--- src/rtl/pipe_pkg.sv ---
// Shared types and constants for the generic pipeline stage register.
package pipe_pkg;

    typedef enum logic [1:0] {EMPTY = 2'd0, FULL = 2'd1, SKID = 2'd2} pstate_t;

    localparam int OCC_W = 2;

    // RTYPE/SLL $0,$0,0 encodes as all zeros, which is the machine NOP.
    localparam logic [63:0] NOP_WORD = 64'h0;

    function automatic logic [OCC_W-1:0] occ_of(input pstate_t s);
        case (s)
            FULL:    return OCC_W'(1);
            SKID:    return OCC_W'(2);
            default: return OCC_W'(0);
        endcase
    endfunction

endpackage

--- src/rtl/pipe_skid_entry.sv ---
// One holding register (payload + halt bit) with synchronous load/clear.
module pipe_skid_entry #(
    parameter int           W   = 65,
    parameter logic [W-1:0] CLR = '0
) (
    input  logic         CLK,
    input  logic         nRST,
    input  logic         load,
    input  logic         clear,
    input  logic [W-1:0] d,
    output logic [W-1:0] q
);

    logic [W-1:0] q_q, q_d;

    always_comb begin
        q_d = q_q;
        if (clear)     q_d = CLR;
        else if (load) q_d = d;
    end

    always_ff @(posedge CLK or negedge nRST) begin
        if (!nRST) q_q <= CLR;
        else       q_q <= q_d;
    end

    assign q = q_q;

endmodule

--- src/rtl/pipe_stage_buf.sv ---
// Generic valid/ready pipeline stage with optional 2-entry skid, flush and sticky halt.
// Define PIPE_STAGE_PERF_EN to add stall/bubble/flush counters.
module pipe_stage_buf
    import pipe_pkg::*;
#(
    parameter int                DATA_W  = 64,
    parameter logic [DATA_W-1:0] BUBBLE  = DATA_W'(NOP_WORD),
    parameter bit                SKID_EN = 1'b1
) (
    input  logic              CLK,
    input  logic              nRST,
    input  logic              en,
    input  logic              flush,
    input  logic              in_valid,
    output logic              in_ready,
    input  logic [DATA_W-1:0] in_data,
    input  logic              in_halt,
    output logic              out_valid,
    input  logic              out_ready,
    output logic [DATA_W-1:0] out_data,
    output logic              out_halt,
    output logic [OCC_W-1:0]  occupancy
`ifdef PIPE_STAGE_PERF_EN
    ,
    output logic [31:0]       stall_cnt,
    output logic [31:0]       bubble_cnt,
    output logic [15:0]       flush_cnt
`endif
);

    localparam int            EW      = DATA_W + 1;
    localparam logic [EW-1:0] ENT_CLR = {1'b0, BUBBLE};

    pstate_t       state_q, state_d;
    logic          in_ready_q, in_ready_d;
    logic [EW-1:0] main_q, skid_q, main_din;
    logic          main_load, main_clear, skid_load, skid_clear;
    logic          halted, act, in_fire, out_fire;

    // A halt word parked in main freezes the stage, so it stays sticky until reset.
    assign halted    = (state_q != EMPTY) & main_q[DATA_W];
    assign act       = en & ~halted;
    assign out_valid = (state_q != EMPTY);
    assign out_data  = main_q[DATA_W-1:0];
    assign out_halt  = halted;
    assign occupancy = occ_of(state_q);
    assign in_ready  = SKID_EN ? in_ready_q : ((~out_valid | out_ready) & ~halted);
    assign in_fire   = act & in_valid & in_ready;
    assign out_fire  = act & out_valid & out_ready;

    always_comb begin
        state_d    = state_q;
        main_din   = {in_halt, in_data};
        main_load  = 1'b0;
        main_clear = 1'b0;
        skid_load  = 1'b0;
        skid_clear = 1'b0;
        if (act && flush) begin
            state_d    = EMPTY;
            main_clear = 1'b1;
            skid_clear = 1'b1;
        end else begin
            case (state_q)
                EMPTY: if (in_fire) begin
                    state_d   = FULL;
                    main_load = 1'b1;
                end
                FULL: begin
                    if (in_fire && out_fire) begin
                        main_load = 1'b1;
                    end else if (in_fire) begin
                        state_d   = SKID;
                        skid_load = 1'b1;
                    end else if (out_fire) begin
                        state_d    = EMPTY;
                        main_clear = 1'b1;
                    end
                end
                SKID: if (out_fire) begin
                    state_d    = FULL;
                    main_din   = skid_q;
                    main_load  = 1'b1;
                    skid_clear = 1'b1;
                end
                default: state_d = EMPTY;
            endcase
        end
        in_ready_d = (state_d != SKID) & ~halted & ~(main_load & main_din[DATA_W]);
    end

    always_ff @(posedge CLK or negedge nRST) begin
        if (!nRST) begin
            state_q    <= EMPTY;
            in_ready_q <= 1'b1;
        end else begin
            state_q    <= state_d;
            in_ready_q <= in_ready_d;
        end
    end

    pipe_skid_entry #(.W(EW), .CLR(ENT_CLR)) u_main (
        .CLK(CLK), .nRST(nRST), .load(main_load), .clear(main_clear),
        .d(main_din), .q(main_q)
    );

    generate
        if (SKID_EN) begin : g_skid
            pipe_skid_entry #(.W(EW), .CLR(ENT_CLR)) u_skid (
                .CLK(CLK), .nRST(nRST), .load(skid_load), .clear(skid_clear),
                .d({in_halt, in_data}), .q(skid_q)
            );
        end else begin : g_noskid
            assign skid_q = ENT_CLR;
        end
    endgenerate

    a_no_fire_in_skid: assert property (@(posedge CLK) disable iff (!nRST)
        !(in_fire && state_q == SKID));

`ifdef PIPE_STAGE_PERF_EN
    logic [31:0] stall_cnt_q, stall_cnt_d, bubble_cnt_q, bubble_cnt_d;
    logic [15:0] flush_cnt_q, flush_cnt_d;

    always_comb begin
        stall_cnt_d  = stall_cnt_q;
        bubble_cnt_d = bubble_cnt_q;
        flush_cnt_d  = flush_cnt_q;
        if (act) begin
            if (out_valid && !out_ready) stall_cnt_d  = stall_cnt_q + 32'd1;
            if (!out_valid)              bubble_cnt_d = bubble_cnt_q + 32'd1;
            if (flush)                   flush_cnt_d  = flush_cnt_q + 16'd1;
        end
    end

    always_ff @(posedge CLK or negedge nRST) begin
        if (!nRST) begin
            stall_cnt_q  <= '0;
            bubble_cnt_q <= '0;
            flush_cnt_q  <= '0;
        end else begin
            stall_cnt_q  <= stall_cnt_d;
            bubble_cnt_q <= bubble_cnt_d;
            flush_cnt_q  <= flush_cnt_d;
        end
    end

    assign stall_cnt  = stall_cnt_q;
    assign bubble_cnt = bubble_cnt_q;
    assign flush_cnt  = flush_cnt_q;
`endif

endmodule

--- config.mk ---
export PLATFORM = sky130hd
export DESIGN_NAME = pipe_stage_buf
export DESIGN_NICKNAME = d
export VERILOG_FILES = /design/src/rtl/pipe_pkg.sv /design/src/rtl/pipe_skid_entry.sv /design/src/rtl/pipe_stage_buf.sv
export SDC_FILE = /design/constraint.sdc
export NUM_CORES = 1
export LEC_CHECK = 0
export CORE_MARGIN = 2
export CORE_UTILIZATION = 46
export DETAILED_ROUTE_END_ITERATION = 16
export PLACE_DENSITY_LB_ADDON = 0.3
export SETUP_SLACK_MARGIN = 0.05
export SLEW_MARGIN = 40
export SYNTH_ARGS = -nofsm -noshare
export SYNTH_HDL_FRONTEND = slang
export SYNTH_SLANG_ARGS = --single-unit
--- constraint.sdc ---
create_clock -name CLK -period 1.9 [get_ports CLK]
set_clock_uncertainty 0.2 [all_clocks]
set_input_delay 0.38 -clock CLK [delete_from_list [all_inputs] [get_ports CLK]]
set_output_delay 0.38 -clock CLK [all_outputs]
set_load 0.02 [all_outputs]
======== After elaboration in Yosys (flattened, before gate mapping) ========
Cells that the tools add are included.
word-level totals
  flip-flop bits (word level) ............. 133
  latch bits .............................. 0
  RAM bits ................................ 0
  bits in read-only memories .............. 0
  input bits .............................. 71
  output and inout port bits .............. 69
  word-level logic and storage cells ...... 53
  memories ................................ 0
cells by class
  $add $sub $neg .......................... 0
  $mul .................................... 0
  div/mod/pow operators ................... 0
  order comparisons ....................... 0
  equal/unequal tests ..................... 3
  shift-type cells ........................ 0
  muxes and demuxes ....................... 29
  bitwise operators ....................... 11
  reduce and logical (&&, ||, !) cells .... 6
operators by type and width
  operator              number
  $mux W65              7
  $mux W1               13
  $mux W2               6
  $and A1 B1 Y1         9
  $pmux W2 S3           1
  $reduce_bool A2 Y1    3
  $pmux W2 S2           1
  $pmux W1 S3           1
  $eq A2 B1 Y1 const B  1
  $eq A2 B2 Y1 const B  1
  $logic_and A1 B1 Y1   2
  $logic_not A2 Y1      1
  $ne A2 B2 Y1 const B  1
  $not A1 Y1            2

======== Longest topological paths before layout ========
  depth after elaboration ................. 14
  mapped depth ............................ 8
  depth with buffers taken out ............ 5

======== Hierarchy ========
From an unflattened synthesis, not the netlist that was laid out.
second synthesis, totals
  cell total of the unflattened synthesis .. 524
  area, all modules ....................... 6711.4 um^2
modules (own cells, without submodules)
  module           instances  cells each  area an instance (um^2)  seq. area each (um^2)
  pipe_skid_entry  2          209         2667.6                   1626.6
  pipe_stage_buf   1          106         1376.3                   76.3

======== Worst setup path after synthesis ========
OpenSTA, ideal clock, no wires.
  kind .................................... register -> register
  start ................................... register in_ready_q, in the netlist in_ready
  end ..................................... register g_skid.u_skid.q_q[24], in the netlist g_skid.u_skid.q[24]
  data arrival time ....................... 1726 ps
  required time ........................... 1564 ps
  path slack .............................. -162 ps
  stages on the path, launching flop included .. 7
  path buffers ............................ 2
  path through ............................ dfstp_2 -> nand4b_1 -> or4b_1 -> buf_2 -> buf_2 -> nand2_1 -> a21oi_1
on the way
  longest elaborated chain between the ends .. 6
ends and longest elaborated chain
  element                                                line                                        RTL
  start: declaration                                     pipe_stage_buf.sv:35                        logic in_ready_q, in_ready_d;
  start signal: assignment                               pipe_stage_buf.sv:97                        in_ready_q <= in_ready_d;
  $and A1 B1 Y1 (*)                                      pipe_stage_buf.sv:48                        assign in_fire = act & in_valid & in_ready;
  $mux W1 / $logic_and A1 B1 Y1 (equally long branches)  pipe_stage_buf.sv:71, pipe_stage_buf.sv:69
  $mux W1 (*)                                            pipe_stage_buf.sv:69                        if (in_fire && out_fire) begin
  $mux W1 (*)                                            pipe_stage_buf.sv:63                        case (state_q)
  $mux W1 (*)                                            pipe_stage_buf.sv:58                        if (act && flush) begin
  $reduce_bool A2 Y1 (no line) (*)                       -
  end signal: assignment                                 pipe_skid_entry.sv:24                       else q_q <= q_d;
  end: declaration                                       pipe_skid_entry.sv:14                       logic [W-1:0] q_q, q_d;
Every way passes the cells marked *; elsewhere a longest branch is shown, timed or not.
A chain may end at the register's enable or synchronous reset.

======== Worst setup path after layout ========
  start ................................... register in_ready_q, in the netlist in_ready
  end ..................................... register g_skid.u_skid.q_q[41], in the netlist g_skid.u_skid.q[41]
Same word-level chain as after synthesis.

==> results.cfg <==
[run_status]
outcome = finished with violations
violations = negative setup slack

[routing]
drt_first_pass_iters = 5
wl_per_cell_um = 19.6
viasPerCell = 5.77
routed_wirelength_um = 20800
drt_iter0_drc = 566
num_vias = 6122
antenna_left = 0
drc = 0

[finish]
drive_above_1_share_pct = 19.3
stdcell_count = 1061
diodes = 0
layout.nets = 939
area_growth_pct = 43.1
post-route-util_pct = 67.5

[sta]
min_period_ns = 2.16
clock.fmax_mhz = 463
hold_ws_ns = 0.174
period_share_pct = 114
drv_slew = 0
setup_tns_ns = -27.55
hold_viol_final = 0
final-setup-viol-count = 133
fin_ws_ns = -0.259
relSlewSlack_pct = 76.0
worst_pin_slew_ns = 0.361
rsz0062_at_grt = yes

[setup_path]
end_kind = flip-flop
arrival_ns = 2.26
criticalPathCategory = flip-flop to flip-flop
r2r_cells = 6
regToRegEndpoint = g_skid.u_skid.q[41]
r2r-start = in_ready
reg2reg_slack_ns = -0.26
critPathLaunchType = flip-flop
crit_required_ns = 2.00
critPathMaxFanout = 32

[cts]
clkTransAtPathRegs_ns = 0.06
clkSinkCount = 133
cts_buffer_depth = 2
htreeDepth = 4
cts_made_buffers = 17
worstSkewPairLatency_ns = 0.42
tritoncts = done
root_buffer = clkbuf_16

[yosys]
synth_seq_cells = 133
synth_flop_cell = dfrtp_1
synth_area_per_cell_sq_um = 8.69
synth_edf_count = 0
postSynthNetCount = 825
synthCells = 754
async_reset_ff_share_pct = 100
synth_warnings = 0
syn-cell-area_sq_um = 6550
seq_area_frac_synth_pct = 50.8
ys_types = 32

[power]
power_density_nw_per_um2 = 1390
power_mw = 13.1
cellLeakagePower_nw = 4.21
ir_worst_vdd_uv = 831

[global_route]
gr-total-overflow = 0
grtUsageTotal_pct = 25.8
grt_start_max_net_pins = 64
grt_pass1_wl_um = 30100
grt_pass1_vias = 5876
antenna_found_initial = 0

[floorplan]
initial_core_util_pct = 47.2
die_w_um = 123
die-area_sq_um = 15200
core_sq_um = 13900
fp.dieH_um = 123
fp-row-count = 43
ioPinCount = 140

[placed_design]
hpwl_um = 11800
port_buffers = 139
gp_congestion = 0.860
place_inst = 996

[worst_hold_path]
min_path_type = input port to async pin

[job]
drv_cap = 0
[per-stage QoR]
stage / worst slack (ns) / instance area, sq um
detailed placement: -0.600 / 8050
floorplan: -0.140 / 6630
CTS: -0.115 / 8900
global placement: -0.483 / 8050
global route: -0.301 / 9370
finish: -0.259 / 9370
[placed cells by master, fill, tap and decap left out, types with 2 or more instances in the layout]
master,instances
dfrtp_1,130
dlygate4sd2_1,64
clkbuf_8,2
dfrtp_2,2
a21oi_1,118
a21oi_2,12
a311oi_1,54
and2_4,2
bufinv_16,3
nand2b_4,2
buf_6,14
a21oi_4,4
clkdlybuf4s50_1,68
clkbuf_16,25
nand3b_1,2
nand2_4,2
nand4b_1,3
buf_16,5
clkinvlp_4,3
buf_4,37
a311oi_2,11
buf_12,21
buf_8,2
nand2b_1,2
nand2_1,261
clkinv_2,5
[layer usage]
layer  vias to the layer above  global-route usage (%)  routed length, um  part of all wire (%)
met3                        50                    5.63               1490                   7.2
met2                       289                    42.8              10300                    50
met4                         0                    11.4                607                   2.9
li1                       2756                       -                  -                     -
met5                         -                       0                  0                     0
met1                      3027                    32.4               8370                    40
[where the power goes]
| part | switching (mW) | leakage (nW) | internal (mW) |
|---|---|---|---|
| Combinational | 3.02 | 2.12 | 2.44 |
| Clock | 1.23 | 0.295 | 2.12 |
| Sequential | 0.565 | 1.79 | 3.68 |
| Total | 4.82 | 4.21 | 8.25 |
[worst max-delay path by stage]
stage	from	endpoint	slack [ns]	cells past startpoint
after floorplan	in_ready	g_skid.u_skid.q[24]	-0.14	6
after detailed placement	en	u_main.q[62]	-0.60	6
final	in_ready	g_skid.u_skid.q[41]	-0.26	6
after global placement	en	u_main.q[9]	-0.48	6
after CTS	state_q[1]	u_main.q[0]	-0.12	7
after global routing	in_ready	u_main.q[4]	-0.30	8
[synthesized netlist by cell type (2+ instances only)]
library cell    n  share of area, %
a21oi_1       134                10
a311oi_1       65               8.7
buf_1           2              0.11
buf_2          41               3.1
buf_4          65               7.5
clkbuf_1       19               1.1
dfrtp_1       132                50
inv_1           3              0.17
nand2_1       264                15
nand2b_1        4              0.38
nand3b_1        2              0.23
nand4b_1        3              0.40
[area by class of cell]
class,instances,area (sq um)
inverter,3,13.8
fill,1016,4510
sequential,133,3330
timing repair buffer,222,2490
clock inverter,13,155
multi-input combinational,491,2700
tap,180,225
clock buffer,19,453
[flip-flops by register name (all words and copies together) (netlist names)]
| name | flops |
|---|---|
| in_ready | 1 |
| state_q | 2 |
| g_skid.u_skid.q | 65 |
| u_main.q | 65 |
[critical path, cell delays in order (launching register included)]
cell	delay (ns)
dfstp_2	0.54
nand4b_1	0.15
buf_4	0.18
or4b_4	0.60
buf_12	0.21
nand2_1	0.09
a21oi_1	0.06
[cells by family after synthesis]
logic type | Yosys count | share of synthesized area (%)
and+or+nand+nor | 281 | 17.1
AOI/OAI and AO/OA | 208 | 19.9
DFF | 133 | 50.8
buffers and inverters | 131 | 12.0
muxes | 1 | 0.172
[timing repair]
item,4_1_cts,5_1_grt
endpoints found under the hold margin,132,0
cloned,4,12
gates resized for setup,125,43
hold buffers,1,0
pin swaps,5,10
setup endpoints to repair,200,137
buffers inserted,8,9
(Power assumes the default switching activity.)
